==> config.mk <==
export PLATFORM = sky130hd
export DESIGN_NAME = red_pitaya_exp_in
export DESIGN_NICKNAME = d
export VERILOG_FILES = /design/src/rtl/red_pitaya_exp_in_pkg.sv /design/src/rtl/red_pitaya_exp_in_ch.sv /design/src/rtl/red_pitaya_exp_in.sv
export SDC_FILE = /design/constraint.sdc
export NUM_CORES = 1
export LEC_CHECK = 0
export CORE_UTILIZATION = 55
export CTS_CLUSTER_DIAMETER = 150
export DETAILED_ROUTE_END_ITERATION = 8
export PLACE_DENSITY = 0.81
export SLEW_MARGIN = 40
export SYNTH_ARGS = -nofsm -noshare
export SYNTH_HDL_FRONTEND = slang
export SYNTH_SLANG_ARGS = --single-unit
==> constraint.sdc <==
create_clock -name clk_i -period 3.5 [get_ports clk_i]
set_input_delay 1.05 -clock clk_i [delete_from_list [all_inputs] [get_ports clk_i]]
set_output_delay 1.05 -clock clk_i [all_outputs]
set_load 0.01 [all_outputs]
==> src/rtl/red_pitaya_exp_in_pkg.sv <==
// Shared types and constants for the expansion-connector input conditioner.
package red_pitaya_exp_in_pkg;

  typedef enum logic [1:0] {
    ST_INIT = 2'd0,
    ST_LOAD = 2'd1,
    ST_RUN  = 2'd2
  } state_t;

  localparam int SYNC_STAGES = 2;
  localparam int GLITCH_W    = 16;

  // Channel c < DWE is P bit c, otherwise N bit c-DWE.
  function automatic int ch_p(int b);
    return b;
  endfunction

  function automatic int ch_n(int dwe, int b);
    return dwe + b;
  endfunction

endpackage

==> src/rtl/red_pitaya_exp_in_ch.sv <==
// One conditioned input bit: 2-flop synchroniser, debounce counter, stable level, edge pulses.
// EXP_IN_GLITCH_CNT_EN adds a saturating count of rejected pulses.
module red_pitaya_exp_in_ch
  import red_pitaya_exp_in_pkg::*;
#(
  parameter int CW = 20
) (
  input  logic                clk_i,
  input  logic                rst_i,
  input  logic                pad_i,
  input  logic                load_i,
  input  logic                run_i,
  input  logic [CW-1:0]       deb_len_i,
`ifdef EXP_IN_GLITCH_CNT_EN
  input  logic                clr_i,
  output logic [GLITCH_W-1:0] glitch_cnt_o,
`endif
  output logic                dat_o,
  output logic                rise_o,
  output logic                fall_o,
  output logic                acc_rise_o,
  output logic                acc_fall_o
);

  logic [SYNC_STAGES-1:0] sync;
  logic                   s2;
  logic                   stable;
  logic [CW-1:0]          cnt;
  logic                   acc;

  assign s2         = sync[SYNC_STAGES-1];
  assign acc        = run_i && (s2 != stable) && (cnt >= deb_len_i);
  assign acc_rise_o = acc & s2;
  assign acc_fall_o = acc & ~s2;
  assign dat_o      = stable;

  always_ff @(posedge clk_i) begin
    if (rst_i) begin
      sync   <= '0;
      stable <= 1'b0;
      cnt    <= '0;
      rise_o <= 1'b0;
      fall_o <= 1'b0;
    end else begin
      sync   <= {sync[SYNC_STAGES-2:0], pad_i};
      rise_o <= acc_rise_o;
      fall_o <= acc_fall_o;
      if (load_i) begin
        stable <= s2;
        cnt    <= '0;
      end else if (run_i) begin
        if (s2 == stable) begin
          cnt <= '0;
        end else if (acc) begin
          stable <= s2;
          cnt    <= '0;
        end else if (cnt != '1) begin
          cnt <= cnt + 1'b1;
        end
      end
    end
  end

`ifdef EXP_IN_GLITCH_CNT_EN
  // A rejected pulse is a level that returned to stable before acceptance.
  logic glitch;
  assign glitch = run_i && (s2 == stable) && (cnt != '0);

  always_ff @(posedge clk_i) begin
    if (rst_i)                                  glitch_cnt_o <= '0;
    else if (clr_i)                             glitch_cnt_o <= '0;
    else if (glitch && (glitch_cnt_o != '1))    glitch_cnt_o <= glitch_cnt_o + 1'b1;
  end
`endif

endmodule

==> src/rtl/red_pitaya_exp_in.sv <==
// Expansion-connector input conditioner: per-bit debounce, edge pulses, sticky events, irq.
// Optional EXP_IN_GLITCH_CNT_EN exposes per-channel rejected-pulse counters.
module red_pitaya_exp_in
  import red_pitaya_exp_in_pkg::*;
#(
  parameter int DWE = 8,
  parameter int CW  = 20
) (
  input  logic                         clk_i,
  input  logic                         rst_i,
  input  logic [DWE-1:0]               exp_p_pad_i,
  input  logic [DWE-1:0]               exp_n_pad_i,
  input  logic [CW-1:0]                deb_len_i,
  input  logic [2*DWE-1:0]             rise_msk_i,
  input  logic [2*DWE-1:0]             fall_msk_i,
  input  logic [2*DWE-1:0]             evt_clr_i,
  output logic [DWE-1:0]               exp_p_dat_o,
  output logic [DWE-1:0]               exp_n_dat_o,
  output logic [2*DWE-1:0]             rise_o,
  output logic [2*DWE-1:0]             fall_o,
  output logic [2*DWE-1:0]             evt_o,
  output logic                         irq_o,
`ifdef EXP_IN_GLITCH_CNT_EN
  output logic [2*DWE*GLITCH_W-1:0]    glitch_cnt_o,
`endif
  output logic                         ready_o
);

  state_t             state;
  logic               init_cnt;
  logic               load, run;
  logic [2*DWE-1:0]   pad, dat, acc_r, acc_f, evt_set;

  assign pad         = {exp_n_pad_i, exp_p_pad_i};
  assign load        = (state == ST_LOAD);
  assign run         = (state == ST_RUN);
  assign exp_p_dat_o = dat[DWE-1:0];
  assign exp_n_dat_o = dat[2*DWE-1:DWE];
  assign evt_set     = (acc_r & rise_msk_i) | (acc_f & fall_msk_i);

  for (genvar c = 0; c < 2*DWE; c++) begin : g_ch
    red_pitaya_exp_in_ch #(.CW(CW)) u_ch (
      .clk_i        (clk_i),
      .rst_i        (rst_i),
      .pad_i        (pad[c]),
      .load_i       (load),
      .run_i        (run),
      .deb_len_i    (deb_len_i),
`ifdef EXP_IN_GLITCH_CNT_EN
      .clr_i        (evt_clr_i[c]),
      .glitch_cnt_o (glitch_cnt_o[c*GLITCH_W +: GLITCH_W]),
`endif
      .dat_o        (dat[c]),
      .rise_o       (rise_o[c]),
      .fall_o       (fall_o[c]),
      .acc_rise_o   (acc_r[c]),
      .acc_fall_o   (acc_f[c])
    );
  end

  // INIT spends two cycles letting the synchronisers fill before LOAD samples them.
  always_ff @(posedge clk_i) begin
    if (rst_i) begin
      state    <= ST_INIT;
      init_cnt <= 1'b0;
      ready_o  <= 1'b0;
      evt_o    <= '0;
      irq_o    <= 1'b0;
    end else begin
      case (state)
        ST_INIT: begin
          init_cnt <= 1'b1;
          if (init_cnt) state <= ST_LOAD;
        end
        ST_LOAD: state <= ST_RUN;
        default: state <= ST_RUN;
      endcase
      ready_o <= run;
      evt_o   <= (evt_o & ~evt_clr_i) | evt_set;
      irq_o   <= |evt_o;
    end
  end

endmodule
==> out/qor.json <==
{
  "status": {
    "status": "complete, but fails checks",
    "failing_checks": "negative setup slack"
  },
  "cells_and_area": {
    "layout-drive-gt1-share_pct": 14.3,
    "nets": 4124,
    "insertedDiodeCount": 0,
    "filler_cell_count": 3708,
    "end_of_flow_core_utilization_pct": 69.4,
    "area_delta_synth_final_pct": 24.1,
    "layout.cell_area.non_filler_sq_mm": 0.0341
  },
  "synth": {
    "synthCells": 3350,
    "synth_nets": 3775,
    "dominantRegCellSynth": "sky130_fd_sc_hd__dfxtp_1",
    "async_flop_share_pct": 0,
    "number_of_synthesized_flops_with_an_enable_pin": 0,
    "synthDominantAreaCellType": "sky130_fd_sc_hd__dfxtp_1",
    "postSynthRegisterBits": 421,
    "yosysUniqueCellTypes": 87,
    "avgSynthCellArea_sq_um": 8.19,
    "synth_most_common_cell": "sky130_fd_sc_hd__dfxtp_1",
    "synth_seq_area_share_pct": 30.7,
    "syn-cell-area_sq_mm": 0.0274,
    "synth.top_cells.by_area": "sky130_fd_sc_hd__dfxtp_1 (31%), sky130_fd_sc_hd__ha_1 (15%), sky130_fd_sc_hd__a21oi_1 (4.8%), sky130_fd_sc_hd__nand2_1 (4.6%), sky130_fd_sc_hd__nand3_1 (3.7%)",
    "netlist.area_leader.share_pct": 30.7,
    "most_common_library_cells_after_synthesis": "sky130_fd_sc_hd__dfxtp_1 (421), sky130_fd_sc_hd__nand2_1 (340), sky130_fd_sc_hd__ha_1 (339)",
    "ys_warn_count": 0
  },
  "worst_setup_path": {
    "critical_path.endpoint_type": "flop",
    "critical_path_peak_fanout": 8,
    "worst-setup-path-type": "input port to flop",
    "worstReg2RegEnd": "g_ch[11].u_ch.cnt[2]",
    "reg2reg_depth": 9,
    "critical_path.startpoint": "deb_len_i[9]",
    "timing.critical_path.to": "g_ch[5].u_ch.cnt[16]",
    "regToRegStartpoint": "state[1]",
    "timing.critical_path.required_ns": 4.03,
    "cp_data_arrival_time_ns": 4.07,
    "startpoint_type": "input port",
    "setup.reg_to_reg.worst_slack_ns": 0.43
  },
  "run": {
    "maxCapViolCount": 0
  },
  "pwr": {
    "total_power_divided_by_cell_area_mw_per_mm2": 356,
    "vdd_ir_drop_max_mv": 0.376,
    "cellLeakagePower_nw": 13.3
  },
  "sta": {
    "finalSetupViolCount": 1,
    "timing_max_transition_violations_final": 0,
    "final_period_minus_worst_setup_slack_ns": 3.54,
    "skew_ns": 0.0294,
    "transition_time_at_the_pin_with_the_least_slew_margin_ns": 0.875,
    "max_freq_mhz": 283,
    "relSlewSlack_pct": 41.4,
    "timing.final.ws_setup_ns": -0.0386,
    "fin_tns_setup_ns": -0.0386,
    "final-hold-violation-count": 0,
    "final.period_utilization_pct": 101
  },
  "global_route": {
    "gr-usage-met3_pct": 6.44,
    "grt_antenna_before_repair": 1,
    "grt_max_degree": 94,
    "groute.layer.met1.usage_pct": 43.1,
    "gr-usage-all-layers_pct": 33.5,
    "global_route.usage.met2_pct": 52.1,
    "via_count_of_the_first_global_routing_pass": 25500,
    "grt_first_pass_wirelength_mm": 135,
    "grt_most_used_layer": "met2",
    "grt-ovfl-total": 0
  },
  "floorplan": {
    "die_w_um": 225,
    "area_of_the_core_sq_mm": 0.0491,
    "core.rowCount": 81,
    "die_h_um": 225,
    "initial_utilization_pct": 56.0,
    "pin_count": 152,
    "die_area_sq_mm": 0.0508
  },
  "placed_design": {
    "placedInstanceArea_sq_mm": 0.0313,
    "port-buffer-count": 151,
    "hpwlAfterDp_mm": 60.7,
    "globalplace.congestion": 0.978,
    "post-place-ws_ns": -0.840
  },
  "cts": {
    "clkLatencyLatePin_ns": 0.62,
    "clock_sink_count": 421,
    "htreeDepth": 2,
    "cts_made_buffers": 48,
    "path_clk_slew_ns": 0.06,
    "clockRootBuffer": "sky130_fd_sc_hd__clkbuf_16",
    "cts_tree": "done",
    "clock_tree.buffer_depth": 3
  },
  "worst_hold_path": {
    "min_path_type": "flop to flop"
  },
  "drt": {
    "routed_wire_length_mm": 87.7,
    "first_iter_violations": 2939,
    "num_vias": 27900,
    "post_drt_via_cell_ratio": 6.34,
    "route.antenna.remaining_nets": 0,
    "wl_per_cell_um": 19.9,
    "drc_errors": 0,
    "first_pass_iters": 5
  }
}
flip-flops by register name (all words and copies together), names as in the netlist:
register and flops:
g_ch.u_ch.cnt 320, g_ch.u_ch.sync 32, evt_o 16, g_ch.u_ch.dat_o 16, g_ch.u_ch.fall_o 16, g_ch.u_ch.rise_o 16, state 2, init_cnt 1
irq_o 1, ready_o 1
per-stage QoR:
step	std cells	hold slack, ns	power, mW
3_3_place_gp	4273	0.416	6.64
5_1_grt	4403	0.456	12.5
6_report	4403	0.433	12.1
2_1_floorplan	3350	0.414	5.83
3_5_place_dp	4273	0.421	6.67
4_1_cts	4382	0.435	12.0
layout by cell type, fill, tap and decap left out, types with 84 or more instances in the layout:
cell | netlist | final
sky130_fd_sc_hd__nand2_1 | 340 | 338
sky130_fd_sc_hd__clkdlybuf4s50_1 | 0 | 134
sky130_fd_sc_hd__dfxtp_1 | 421 | 421
sky130_fd_sc_hd__buf_4 | 50 | 254
sky130_fd_sc_hd__ha_1 | 339 | 320
sky130_fd_sc_hd__nand3_1 | 201 | 199
sky130_fd_sc_hd__nand4_1 | 115 | 115
sky130_fd_sc_hd__inv_1 | 111 | 94
sky130_fd_sc_hd__xor2_1 | 84 | 84
sky130_fd_sc_hd__a21oi_1 | 264 | 256
sky130_fd_sc_hd__nor2_1 | 228 | 223
sky130_fd_sc_hd__o21ai_0 | 167 | 152
critical path, stage by stage:
cell and delay, ns:
sky130_fd_sc_hd__clkdlybuf4s15_1 0.21, sky130_fd_sc_hd__clkinvlp_4 0.24, sky130_fd_sc_hd__ha_4 0.36, sky130_fd_sc_hd__nand4_1 0.14, sky130_fd_sc_hd__or4_1 0.49, sky130_fd_sc_hd__or4_4 0.56
sky130_fd_sc_hd__nand2_4 0.11, sky130_fd_sc_hd__o41ai_4 0.14, sky130_fd_sc_hd__or4_1 0.57, sky130_fd_sc_hd__a21oi_1 0.18
cells by family after synthesis:
kind of cell / Yosys count / synth area share [%]
adders and majority gates: 339 / 15.5
AOI/OAI and AO/OA: 783 / 18.2
and+or+nand+nor: 1406 / 26.7
xor gates and xnor gates: 104 / 3.32
buffers and inverters: 267 / 4.55
DFF: 421 / 30.7
muxes: 30 / 1.11
per-layer routing:
metal  up-vias  part of all wire, %
met3       324                  9.5
li1      13200                    -
met5         -                    0
met4         0                  6.5
met1     13100                   41
met2      1286                   43
worst min path at each step:
stage | startpoint | endpoint | slack [ns] | cells past startpoint
2_1_floorplan | g_ch[0].u_ch.sync[0] | g_ch[0].u_ch.sync[1] | 0.41 | 1
3_3_place_gp | g_ch[4].u_ch.sync[0] | g_ch[4].u_ch.sync[1] | 0.42 | 1
3_5_place_dp | g_ch[3].u_ch.sync[0] | g_ch[3].u_ch.sync[1] | 0.42 | 1
4_1_cts | g_ch[3].u_ch.sync[0] | g_ch[3].u_ch.sync[1] | 0.43 | 1
5_1_grt | g_ch[3].u_ch.sync[0] | g_ch[3].u_ch.sync[1] | 0.46 | 1
6_report | g_ch[3].u_ch.sync[0] | g_ch[3].u_ch.sync[1] | 0.43 | 1
report_power, final:
part	switching [mW]	internal (mW)
clock network	2.18	3.18
logic	1.20	0.711
registers	0.0355	4.83
total	3.42	8.72
what timing repair did:
item / CTS / global route
hold buffers: 0 / 0
pin swaps: 22 / 45
setup endpoints to repair: 167 / 318
gates cloned: 4 / 4
resized for setup: 76 / 102
hold endpoints to repair: 0 / 0
buffers inserted: 16 / 17
cell type report:
type,count,area [sq um],area share [%]
Inverter,113,473,1.39
Clock inverter,21,258,0.757
Tap cell,664,831,2.44
Multi-Input combinational cell,2663,18400,54.1
Timing Repair Buffer,452,4220,12.4
Sequential cell,421,8430,24.7
Clock buffer,69,1410,4.15
(Power assumes the default switching activity.)
